<file path="config.mk">
export PLATFORM = sky130hd
export DESIGN_NAME = xgxs_lane_sync
export DESIGN_NICKNAME = d
export VERILOG_FILES = /design/src/rtl/xgxs_lane_sync.sv
export SDC_FILE = /design/constraint.sdc
export NUM_CORES = 1
export LEC_CHECK = 0
export ABC_AREA = 1
export CORE_MARGIN = 2
export CORE_UTILIZATION = 63
export CTS_CLUSTER_DIAMETER = 60
export DETAILED_ROUTE_END_ITERATION = 10
export PLACE_DENSITY = 0.87
export SLEW_MARGIN = 5
export SYNTH_ARGS = -nofsm -noshare
export SYNTH_HDL_FRONTEND = slang
export SYNTH_SLANG_ARGS = --single-unit
export TNS_END_PERCENT = 50
</file>
<file path="constraint.sdc">
create_clock -name clk -period 10.76 [get_ports clk]
set_input_delay 2.69 -clock clk [delete_from_list [all_inputs] [get_ports clk]]
set_output_delay 2.69 -clock clk [all_outputs]
set_load 0.1 [all_outputs]
</file>
<file path="src/rtl/xgxs_lane_sync.sv">
// XGXS lane code-group alignment and synchronisation.
// Searches all ten bit offsets for a comma, locks onto one, and tracks lane sync.
module xgxs_lane_sync #(
    parameter int unsigned GOOD_CGS_MAX = 3
) (
    input  logic       clk,
    input  logic       rst,
    input  logic [9:0] code_in,
    output logic [9:0] code_out,
    output logic       comma_out,
    output logic       sync_status,
    output logic [3:0] align_offset
);

    localparam logic [2:0] LOSS_OF_SYNC = 3'd0;
    localparam logic [2:0] COMMA_DET_1  = 3'd1;
    localparam logic [2:0] COMMA_DET_2  = 3'd2;
    localparam logic [2:0] COMMA_DET_3  = 3'd3;
    localparam logic [2:0] SYNC_ACQ_1   = 3'd4;
    localparam logic [2:0] SYNC_ACQ_2   = 3'd5;
    localparam logic [2:0] SYNC_ACQ_3   = 3'd6;
    localparam logic [2:0] SYNC_ACQ_4   = 3'd7;

    logic [9:0]  prev_in;
    logic [19:0] window;
    logic [9:0]  cand [10];
    logic [9:0]  comma_hit;

    logic [2:0]  state;
    logic [2:0]  state_nxt;
    logic [1:0]  good_cgs;
    logic [1:0]  good_nxt;
    logic [1:0]  good_inc;
    logic        good_hit;
    logic [3:0]  align_nxt;
    logic [3:0]  first_k;
    logic [9:0]  cur_word;
    logic        cur_comma;
    logic        other_comma;
    logic        pop_ok;
    logic        invalid;

    always_comb begin
        window = {prev_in, code_in};
        for (int unsigned k = 0; k < 10; k++) begin
            cand[k]      = 10'(window >> (10 - k));
            comma_hit[k] = (cand[k][9:3] == 7'b0011111) || (cand[k][9:3] == 7'b1100000);
        end
    end

    // A comma outside the locked offset disqualifies the locked word.
    always_comb begin
        first_k     = '0;
        cur_word    = '0;
        cur_comma   = 1'b0;
        other_comma = 1'b0;
        for (int unsigned k = 10; k > 0; k--) begin
            if (comma_hit[k-1]) first_k = 4'(k - 1);
        end
        for (int unsigned k = 0; k < 10; k++) begin
            if (align_offset == 4'(k)) begin
                cur_word  = cand[k];
                cur_comma = comma_hit[k];
            end else if (comma_hit[k]) begin
                other_comma = 1'b1;
            end
        end
        pop_ok  = ($countones(cur_word) >= 4) && ($countones(cur_word) <= 6);
        invalid = !pop_ok || other_comma;
    end

    always_comb begin
        good_inc  = (good_cgs == 2'b11) ? 2'b11 : good_cgs + 2'd1;
        good_hit  = (32'(good_inc) == GOOD_CGS_MAX);
        state_nxt = state;
        good_nxt  = '0;
        align_nxt = align_offset;
        case (state)
            LOSS_OF_SYNC: begin
                if (|comma_hit) begin
                    state_nxt = COMMA_DET_1;
                    align_nxt = first_k;
                end
            end
            COMMA_DET_1, COMMA_DET_2, COMMA_DET_3: begin
                if (invalid)        state_nxt = LOSS_OF_SYNC;
                else if (cur_comma) state_nxt = state + 3'd1;
            end
            SYNC_ACQ_1: begin
                if (invalid) state_nxt = SYNC_ACQ_2;
            end
            SYNC_ACQ_2, SYNC_ACQ_3, SYNC_ACQ_4: begin
                if (invalid) begin
                    state_nxt = (state == SYNC_ACQ_4) ? LOSS_OF_SYNC : state + 3'd1;
                end else if (good_hit) begin
                    state_nxt = state - 3'd1;
                end else begin
                    good_nxt = good_inc;
                end
            end
            default: state_nxt = LOSS_OF_SYNC;
        endcase
    end

    always_ff @(posedge clk) begin
        if (rst) begin
            prev_in      <= '0;
            state        <= LOSS_OF_SYNC;
            good_cgs     <= '0;
            align_offset <= '0;
            code_out     <= '0;
            comma_out    <= 1'b0;
            sync_status  <= 1'b0;
        end else begin
            prev_in      <= code_in;
            state        <= state_nxt;
            good_cgs     <= good_nxt;
            align_offset <= align_nxt;
            code_out     <= cur_word;
            comma_out    <= cur_comma;
            sync_status  <= state[2];
        end
    end

endmodule

</file>
==> results.py, run 1 <==
metrics = {
    "layout": {
        "drive_gt1_share_pct": 13.33,
        "n_antenna_cell": 0,
        "final_util_pct": 73.52,
        "finalNetCount": 506,
        "final_cell_mix": "nand2_1, nor2_1, inv_1",
        "syn_to_final_growth_pct": 11.42,
        "final_common_cell": "nand2_1",
    },
    "timing": {
        "skew_ns": 0.006343,
        "period_minus_slack_ns": 7.683,
        "rsz0062_at_grt": "no",
        "finalHoldViolCount": 0,
        "post-route-period-util_pct": 71.40,
        "drv_slew": 0,
        "max-slew-margin-rel_pct": 32.96,
        "worst_slack_ns": 3.077,
        "tightest_slew_ns": 1.002,
        "max_freq_ghz": 0.1302,
        "setup_tns_ns": 0,
        "final-setup-viol-count": 0,
    },
    "yosys": {
        "synth_area_leader_cell": "dfxtp_1",
        "synth_adder_area_share_pct": 8.045,
        "yosysWarnings": 0,
        "syn_inst": 461,
        "synth_xor_area_share_pct": 0.3028,
        "synth_compound_area_share_pct": 14.84,
        "synth_top_area_share_pct": 21.45,
        "syn_area_um2": 2893,
        "syn_nets": 488,
        "ys_seq_area_share_pct": 21.45,
        "synth-seq-cells": 31,
        "synth_area_leaders": "dfxtp_1, nand2_1, nor2_1",
        "yosys.area_share.simple_pct": 42.60,
        "synth_cell_type_count": 36,
        "synth_top_family_by_area": "simple AND/OR/NAND/NOR gates",
        "synth_mux_area_share_pct": 0,
        "syn_avg_cell_area_um2": 6.275,
    },
    "clock_network": {
        "clock_latency_ns": 0.29,
        "cts_hold_buf": 0,
        "path_clk_slew_ns": 0.07,
        "cts_setup_buffers": 0,
        "cts_buffers": 5,
        "cts_tree": "done",
        "cts_num_sinks": 31,
        "h-tree-depth": 2,
        "ctsResizeCount": 0,
        "cts_root_buf": "clkbuf_8",
        "cts_buffer_depth": 2,
    },
    "global_route": {
        "grt_pass1_vias": 2981,
        "grt_pass1_wl_mm": 13.86,
        "grt.overflow.total": 0,
        "grt.total_usage_pct": 34.10,
        "antenna_found_initial": 0,
        "grt_start_max_net_pins": 23,
    },
    "floorplanning": {
        "initial_core_util_pct": 65.98,
        "num_rows": 24,
        "die_area_um2": 5150,
        "die_h_um": 71.76,
        "dieWidth_um": 71.76,
        "core_area_um2": 4384,
        "num_io_pins": 28,
    },
    "drt": {
        "avgRoutedWirePerCell_um": 15.32,
        "ant_nets": 0,
        "vias_per_cell": 5.902,
        "vias": 3140,
        "wl_mm": 8.150,
        "drtPass1Iterations": 7,
        "first_iter_violations": 479,
        "drc": 0,
    },
    "worst_setup_path": {
        "cp_num_buf_inv": 5,
        "critPathTopFamily": "adder cells",
        "path_class": "in2reg",
        "cp.arrival_ns": 7.88,
        "required_ns": 10.95,
        "startpoint_type": "input port",
        "critPathMaxStageDelay_ns": 0.60,
        "rrSetupSlack_ns": 5.29,
        "crit_path_top_delay_cell": "clkdlybuf4s50_1",
        "cp_max_fo": 11,
        "endpoint_kind": "flip-flop",
    },
    "power_and_ir_drop": {
        "power.share.switching_pct": 49.14,
        "clockPowerShare_pct": 18.4,
        "combPwrFrac_pct": 58.0,
        "ir_drop_mv": 0.1363,
        "switchingPower_mw": 0.2858,
        "p_leak_nw": 1.494,
        "p_seq_share_pct": 23.7,
        "internal_power_mw": 0.2958,
        "powerDensity_nw_per_um2": 180.4,
    },
    "hold_path": {
        "hold_class": "reg2reg",
    },
    "place": {
        "portBuffers": 27,
        "hpwlAfterDp_mm": 6.084,
        "pre_cts_slack_ns": 2.872,
        "place.gp.congestion": 1.071,
    },
    "outcome": {
        "status": "complete, no violations",
    },
    "flow_run": {
        "maxCapViolations": 0,
    },
}
[cell families after synthesis]
family,count (synthesis)
flops,31
fa+ha+maj,15
compound gates,73
xor+xnor,1
buf+inv,82
simple gates,259
[synth_stat cells (all sizes together)]
cell type,n
a211oi,3
a21oi,28
a221oi,1
a22oi,1
buf,13
clkbuf,3
clkinv,5
dfxtp,31
fa,6
ha,9
inv,61
nand2,136
nand3,19
nand4,7
nor2,86
nor3,11
o2111ai,6
o21ai,21
o221ai,3
o22ai,10
xnor2,1
[final cells by class]
| class | count | area, um^2 |
|---|---|---|
| clock buffer | 7 | 96.34 |
| clock inverter | 1 | 7.507 |
| fill | 372 | 1161 |
| inverter | 66 | 260.3 |
| multi-input combinational | 348 | 1903 |
| sequential | 31 | 620.6 |
| tap | 52 | 65.06 |
| timing repair buffer | 27 | 270.3 |
[final timing paths]
path	from	end	depth (start not counted)
min	good_cgs[0]$_SDFF_PP0_	good_cgs[0]$_SDFF_PP0_	1
max reg2reg	align_offset[2]$_SDFFE_PP0P_	state[0]$_SDFFE_PP0P_	26
min reg2reg	good_cgs[0]$_SDFF_PP0_	good_cgs[0]$_SDFF_PP0_	1
max	code_in[9]	state[0]$_SDFFE_PP0P_	30
[power by group through the flow]
stage | Combinational (mW) | Sequential [mW] | Clock, mW
4_1_cts | 0.332 | 0.137 | 0.107
2_1_floorplan | 0.224 | 0.180 | 0
3_3_place_gp | 0.315 | 0.139 | 0
6_report | 0.337 | 0.138 | 0.107
3_5_place_dp | 0.330 | 0.140 | 0
5_1_grt | 0.380 | 0.139 | 0.110
[flip-flops by register name (all words and copies together), names as in the netlist]
| register | count |
|---|---|
| align_offset | 4 |
| state | 3 |
| prev_in | 10 |
| sync_status | 1 |
| code_out | 10 |
| good_cgs | 2 |
| comma_out | 1 |
[per-layer routing]
| layer | global-route usage (%) | vias up | part of all wire [%] |
|---|---|---|---|
| met5 | 0 | - | 0 |
| met4 | 14.88 | 0 | 4.2 |
| met3 | 8.579 | 45 | 11 |
| met2 | 53.81 | 228 | 44 |
| met1 | 44.21 | 1356 | 40 |
| li1 | - | 1511 | - |
[through the flow]
step                hold WS, ns  instances  total power [mW]  instance area [um^2]
floorplan                0.3911        461            0.4049                  2893
global placement         0.4015        524            0.4543                  3119
detailed placement       0.4102        524            0.4696                  3119
CTS                      0.4213        532            0.5767                  3223
global route             0.4389        532            0.6291                  3223
finish                   0.4207        532            0.5815                  3223
[worst reg2reg max path: cells and delay by family (launching register included)]
kind,cells,cell delay (ns)
AOI/OAI and AO/OA,7,1.26
adders and majority gates,5,2.13
buffers and inverters,2,0.33
DFF,1,0.40
and+or+nand+nor,12,1.26
No activity file was read; power rests on OpenSTA's default activity.
==> inputs of run 2 (changes only) <==
--- a/config.mk
+++ b/config.mk
@@ -7,10 +7,10 @@
 export LEC_CHECK = 0
 export ABC_AREA = 1
 export CORE_MARGIN = 2
-export CORE_UTILIZATION = 63
+export CORE_UTILIZATION = 53
 export CTS_CLUSTER_DIAMETER = 60
 export DETAILED_ROUTE_END_ITERATION = 10
-export PLACE_DENSITY = 0.87
+export PLACE_DENSITY = 0.78
 export SLEW_MARGIN = 5
 export SYNTH_ARGS = -nofsm -noshare
 export SYNTH_HDL_FRONTEND = slang
==> constraint.sdc (replaced) <==
create_clock -name clk -period 6.6 [get_ports clk]
set_input_delay 1.65 -clock clk [delete_from_list [all_inputs] [get_ports clk]]
set_output_delay 1.65 -clock clk [all_outputs]
set_load 0.1 [all_outputs]
==> run 2 against run 1 <==
Sequential cell count unchanged. Critical path depth is 4 lower. First-iteration DRC count shrank 34%. Clock skew rose by 0.0037 ns. Routed wire length rose by 8.2%. Final cell count rose by 5.1%.
==> results.py, run 2 (synthesis results as in run 1) <==
metrics = {
    "drt": {
        "vias_per_cell": 5.699,
        "ant_nets": 0,
        "drtPass1Iterations": 6,
        "first_iter_violations": 318,
        "wl_mm": 8.818,
        "highest_layer": "met4",
        "drc": 0,
        "wl_met1_mm": 3.668,
        "avgRoutedWirePerCell_um": 15.77,
        "vias": 3186,
        "met3_length_um": 795,
        "wl_met2_mm": 4.109,
    },
    "power_and_ir_drop": {
        "ir_drop_mv": 0.2009,
        "p_leak_nw": 1.563,
        "powerDensity_nw_per_um2": 292.5,
        "total_power_mw": 0.9714,
    },
    "layout": {
        "syn_to_final_growth_pct": 14.79,
        "final_cell_mix": "nand2_1, nor2_1, inv_1",
        "regArea_um2": 620.6,
        "reg.largest.list": "code_out: 10 flops, prev_in: 10 flops, align_offset: 4 flops",
        "n_antenna_cell": 0,
        "finalNetCount": 515,
        "drive_gt1_share_pct": 15.13,
        "final_common_cell": "nand2_1",
        "multi_input_area_um2": 1903,
        "nFillCells": 502,
        "fin_area_um2": 3321,
    },
    "timing": {
        "period_minus_slack_ns": 6.119,
        "tightest_slew_ns": 1.033,
        "holdWs_ns": 0.4138,
        "final-setup-viol-count": 0,
        "worst_slack_ns": 0.4815,
        "post-route-period-util_pct": 92.70,
        "drv_slew": 0,
        "finalHoldViolCount": 0,
        "max_freq_ghz": 0.1634,
        "skew_ns": 0.01000,
        "rsz0062_at_grt": "no",
        "max-slew-margin-rel_pct": 30.91,
    },
    "place": {
        "placed_cell_area_um2": 3179,
        "pre_cts_slack_ns": -0.08512,
        "hpwlAfterDp_mm": 6.530,
        "portBuffers": 27,
        "place.gp.congestion": 0.9875,
    },
    "floorplanning": {
        "num_io_pins": 28,
        "dieWidth_um": 77.88,
        "die_h_um": 77.88,
        "initial_core_util_pct": 55.93,
        "core_area_um2": 5172,
        "die_area_um2": 6065,
        "num_rows": 26,
    },
    "flow_run": {
        "maxCapViolations": 0,
    },
    "worst_setup_path": {
        "crit_path_top_delay_cell": "clkdlybuf4s50_1",
        "cp_max_fo": 9,
        "endpoint_kind": "flip-flop",
        "cp_num_buf_inv": 4,
        "startpoint_type": "input port",
        "cp.arrival_ns": 6.31,
        "cpMostUsedCell": "nand2_1",
        "critPathMaxStageDelay_ns": 0.62,
        "required_ns": 6.79,
        "critPathTopFamily": "adder cells",
        "path_class": "in2reg",
    },
    "global_route": {
        "grt.overflow.total": 0,
        "grt_pass1_wl_mm": 14.54,
        "grt_start_max_net_pins": 23,
        "antenna_found_initial": 0,
        "grt_pass1_vias": 2934,
        "grt.total_usage_pct": 30.57,
    },
    "hold_path": {
        "hold_class": "reg2reg",
    },
    "clock_network": {
        "cts_buffers": 5,
        "cts_root_buf": "clkbuf_8",
        "cts_num_sinks": 31,
        "h-tree-depth": 2,
        "cts_tree": "done",
        "path_clk_slew_ns": 0.07,
        "cts_buffer_depth": 2,
        "cts_hold_buf": 0,
        "clock_latency_ns": 0.29,
    },
    "outcome": {
        "status": "complete, no violations",
    },
}
run 2: changes by cell type in the layout (fill, tap and decap cells not counted), sizes merged:
cell           previous run  this run
clkdlybuf4s50            27        24
buf                       0         9
dlymetal6s2s              0         3
run 2: layout make-up:
type                       instances  area share (%)
timing repair buffer              36           10.40
tap                               70           2.638
multi-input combinational        348           57.31
inverter                          66           7.837
sequential                        31           18.69
clock buffer                       7           2.901
clock inverter                     1          0.2261
run 2: path summary, 6_finish.rpt:
kind	startpoint	endpoint	slack (ns)	depth (start not counted)
worst max register to register	align_offset[0]$_SDFFE_PP0P_	state[0]$_SDFFE_PP0P_	1.02	26
worst min register to register	good_cgs[0]$_SDFF_PP0_	good_cgs[0]$_SDFF_PP0_	0.41	1
worst max-delay path	code_in[5]	state[0]$_SDFFE_PP0P_	0.48	26
worst min-delay path	good_cgs[0]$_SDFF_PP0_	good_cgs[0]$_SDFF_PP0_	0.41	1
run 2: metal layers:
metal | vias up | GRT usage (%)
met1 | 1463 | 40.54
met5 | - | 0
met4 | 0 | 11.43
met2 | 175 | 49.14
met3 | 26 | 5.930
li1 | 1522 | -
run 2: report_power, final:
| group | internal, mW | switching, mW | leakage, nW |
|---|---|---|---|
| Clock | 0.0949 | 0.0796 | 0.0505 |
| Sequential | 0.206 | 0.0178 | 0.255 |
| Combinational | 0.198 | 0.375 | 1.26 |
run 2: what timing repair did:
item | 4_1_cts | 5_1_grt
endpoints found under the setup margin | 0 | 5
resized for setup | 0 | 5
setup buffers | 0 | 4
run 2: metrics by stage:
step,setup TNS [ns],instances,util [%]
after floorplan,0,461,-
after global placement,0,547,61.47
after detailed placement,-0.1582,547,61.47
after CTS,0,555,63.47
after global routing,0,559,64.20
final,0,559,64.20
==> variant (config.mk and constraints of run 2) <==
Make the reset (`rst`) asynchronous in one clocked block.
--- a/src/rtl/xgxs_lane_sync.sv
+++ b/src/rtl/xgxs_lane_sync.sv
@@ -102,7 +102,7 @@
         endcase
     end
 
-    always_ff @(posedge clk) begin
+    always_ff @(posedge clk or posedge rst) begin
         if (rst) begin
             prev_in      <= '0;
             state        <= LOSS_OF_SYNC;
Function: differs if rst is asserted again (counterexample within 4 cycles, from zero or initial values and one cycle with rst high); with rst held inactive, the same outputs for 10 cycles.
==> variant against run 2 <==
Die area is 2.6% lower; sequential cell count stayed put; routed wire length is 14% lower; utilization is 1.3 points lower; global-route usage is 3.4 points lower; area after synthesis is 2.7% lower; via count is 10% lower; worst setup slack better by 0.053 ns; cell area is 3.3% lower; hold slack better by 0.010 ns; critical path depth is 1 lower; critical endpoint is now state[2]$_DFFE_PP0P_; clock skew is 0.0051 ns lower.
Power is left out: the tool's default activity adds up to more than one toggle a clock period on the data nets, which glitch-free logic cannot reach.
==> variant: results (changes against run 2) <==
* Multi-input gate area at 0.00176 mm2 (was 0.00190 mm2)
* Non-clock buffers, area share at 9.35% (was 10.4%)
* Signal buffers at 31 (was 36)
* CP startpoint: code_in[8] (was code_in[5])
* Worst setup endpoint: state[2]$_DFFE_PP0P_ (was state[0]$_SDFFE_PP0P_)
* Global-route wire length before repair at 12800 um (was 14500 um)
* RD Place Congestion at 0.949 (was 0.988)
* Hold Startpoint: good_cgs[0]$_DFF_PP0_ (was good_cgs[0]$_SDFF_PP0_)
* Synth Flop Type: dfrtp_1 (was dfxtp_1)
* R2r startpoint: align_offset[0]$_DFFE_PP0P_ (was align_offset[0]$_SDFFE_PP0P_)
* Status: finished clean (unchanged)
* CLK BUF at 5 (was 7)
* Sequential element share of the synthesized area at 27.6% (was 21.5%)
* DR vias/cell at 5.55 (was 5.70)
* Post-synthesis compound-gate area fraction at 14.5% (was 14.8%)
* Adder-cell share of the synthesized area at 8.27% (was 8.04%)
* Post-Synth XOR/XNOR Area at 0.311% (was 0.303%)
* Largest net degree at the start of global routing at 32 (was 23)
* Met1 usage at 37.3% (was 40.5%)
* FF+latch area at 776 um2 (was 621 um2)
* Pre-Repair DR Iteration Count at 7 (was 6)
* Share of cells above drive strength 1 at 14.3% (was 15.1%)
* Clock-cell share at 2.77% (was 3.13%)
* Area of placed instances at 0.00312 mm2 (was 0.00318 mm2)
* Hold_ws at 0.424 ns (was 0.414 ns)
* Worst slack at placement at 0.237 ns (was -0.0851 ns)
* Met3 routed WL at 503 um (was 795 um)
* Wire length on met1 at 3450 um (was 3670 um)
* GR Util met2 at 43.0% (was 49.1%)
* R2R Setup Slk at 1.36 ns (was 1.02 ns)
* Relative slew slack at 34.9% (was 30.9%)
* Count of unique library cells instantiated by Yosys at 35 (was 36)
-- variant: changes by cell type after synthesis, sizes merged, moves of 2 or more --
cell / before / now
dfxtp: 31 / 0
clkinv: 5 / 0
dfrtp: 0 / 31
nor3: 11 / 5
buf: 13 / 10
nor2: 86 / 60
a31oi: 0 / 2
nand3: 19 / 26
o221ai: 3 / 5
o2111ai: 6 / 4
o21ai: 21 / 13
inv: 61 / 54
-- variant: critical path, stage by stage --
cell and delay [ns]:
clkdlybuf4s50_1 0.70, inv_2 0.14, o211ai_1 0.18, o21ai_0 0.12, nand3_1 0.08, nor2_1 0.06
nand2_1 0.05, o21ai_0 0.10, fa_1 0.49, inv_1 0.05, fa_1 0.56, fa_1 0.43
ha_1 0.22, fa_1 0.43, nand2_1 0.07, nand2_1 0.05, nor2_1 0.12, nand2_2 0.07
nor2_4 0.13, nand3_4 0.11, nor2_4 0.14, nand4_4 0.13, nand2_2 0.09, nand2_1 0.05
nand2_1 0.06
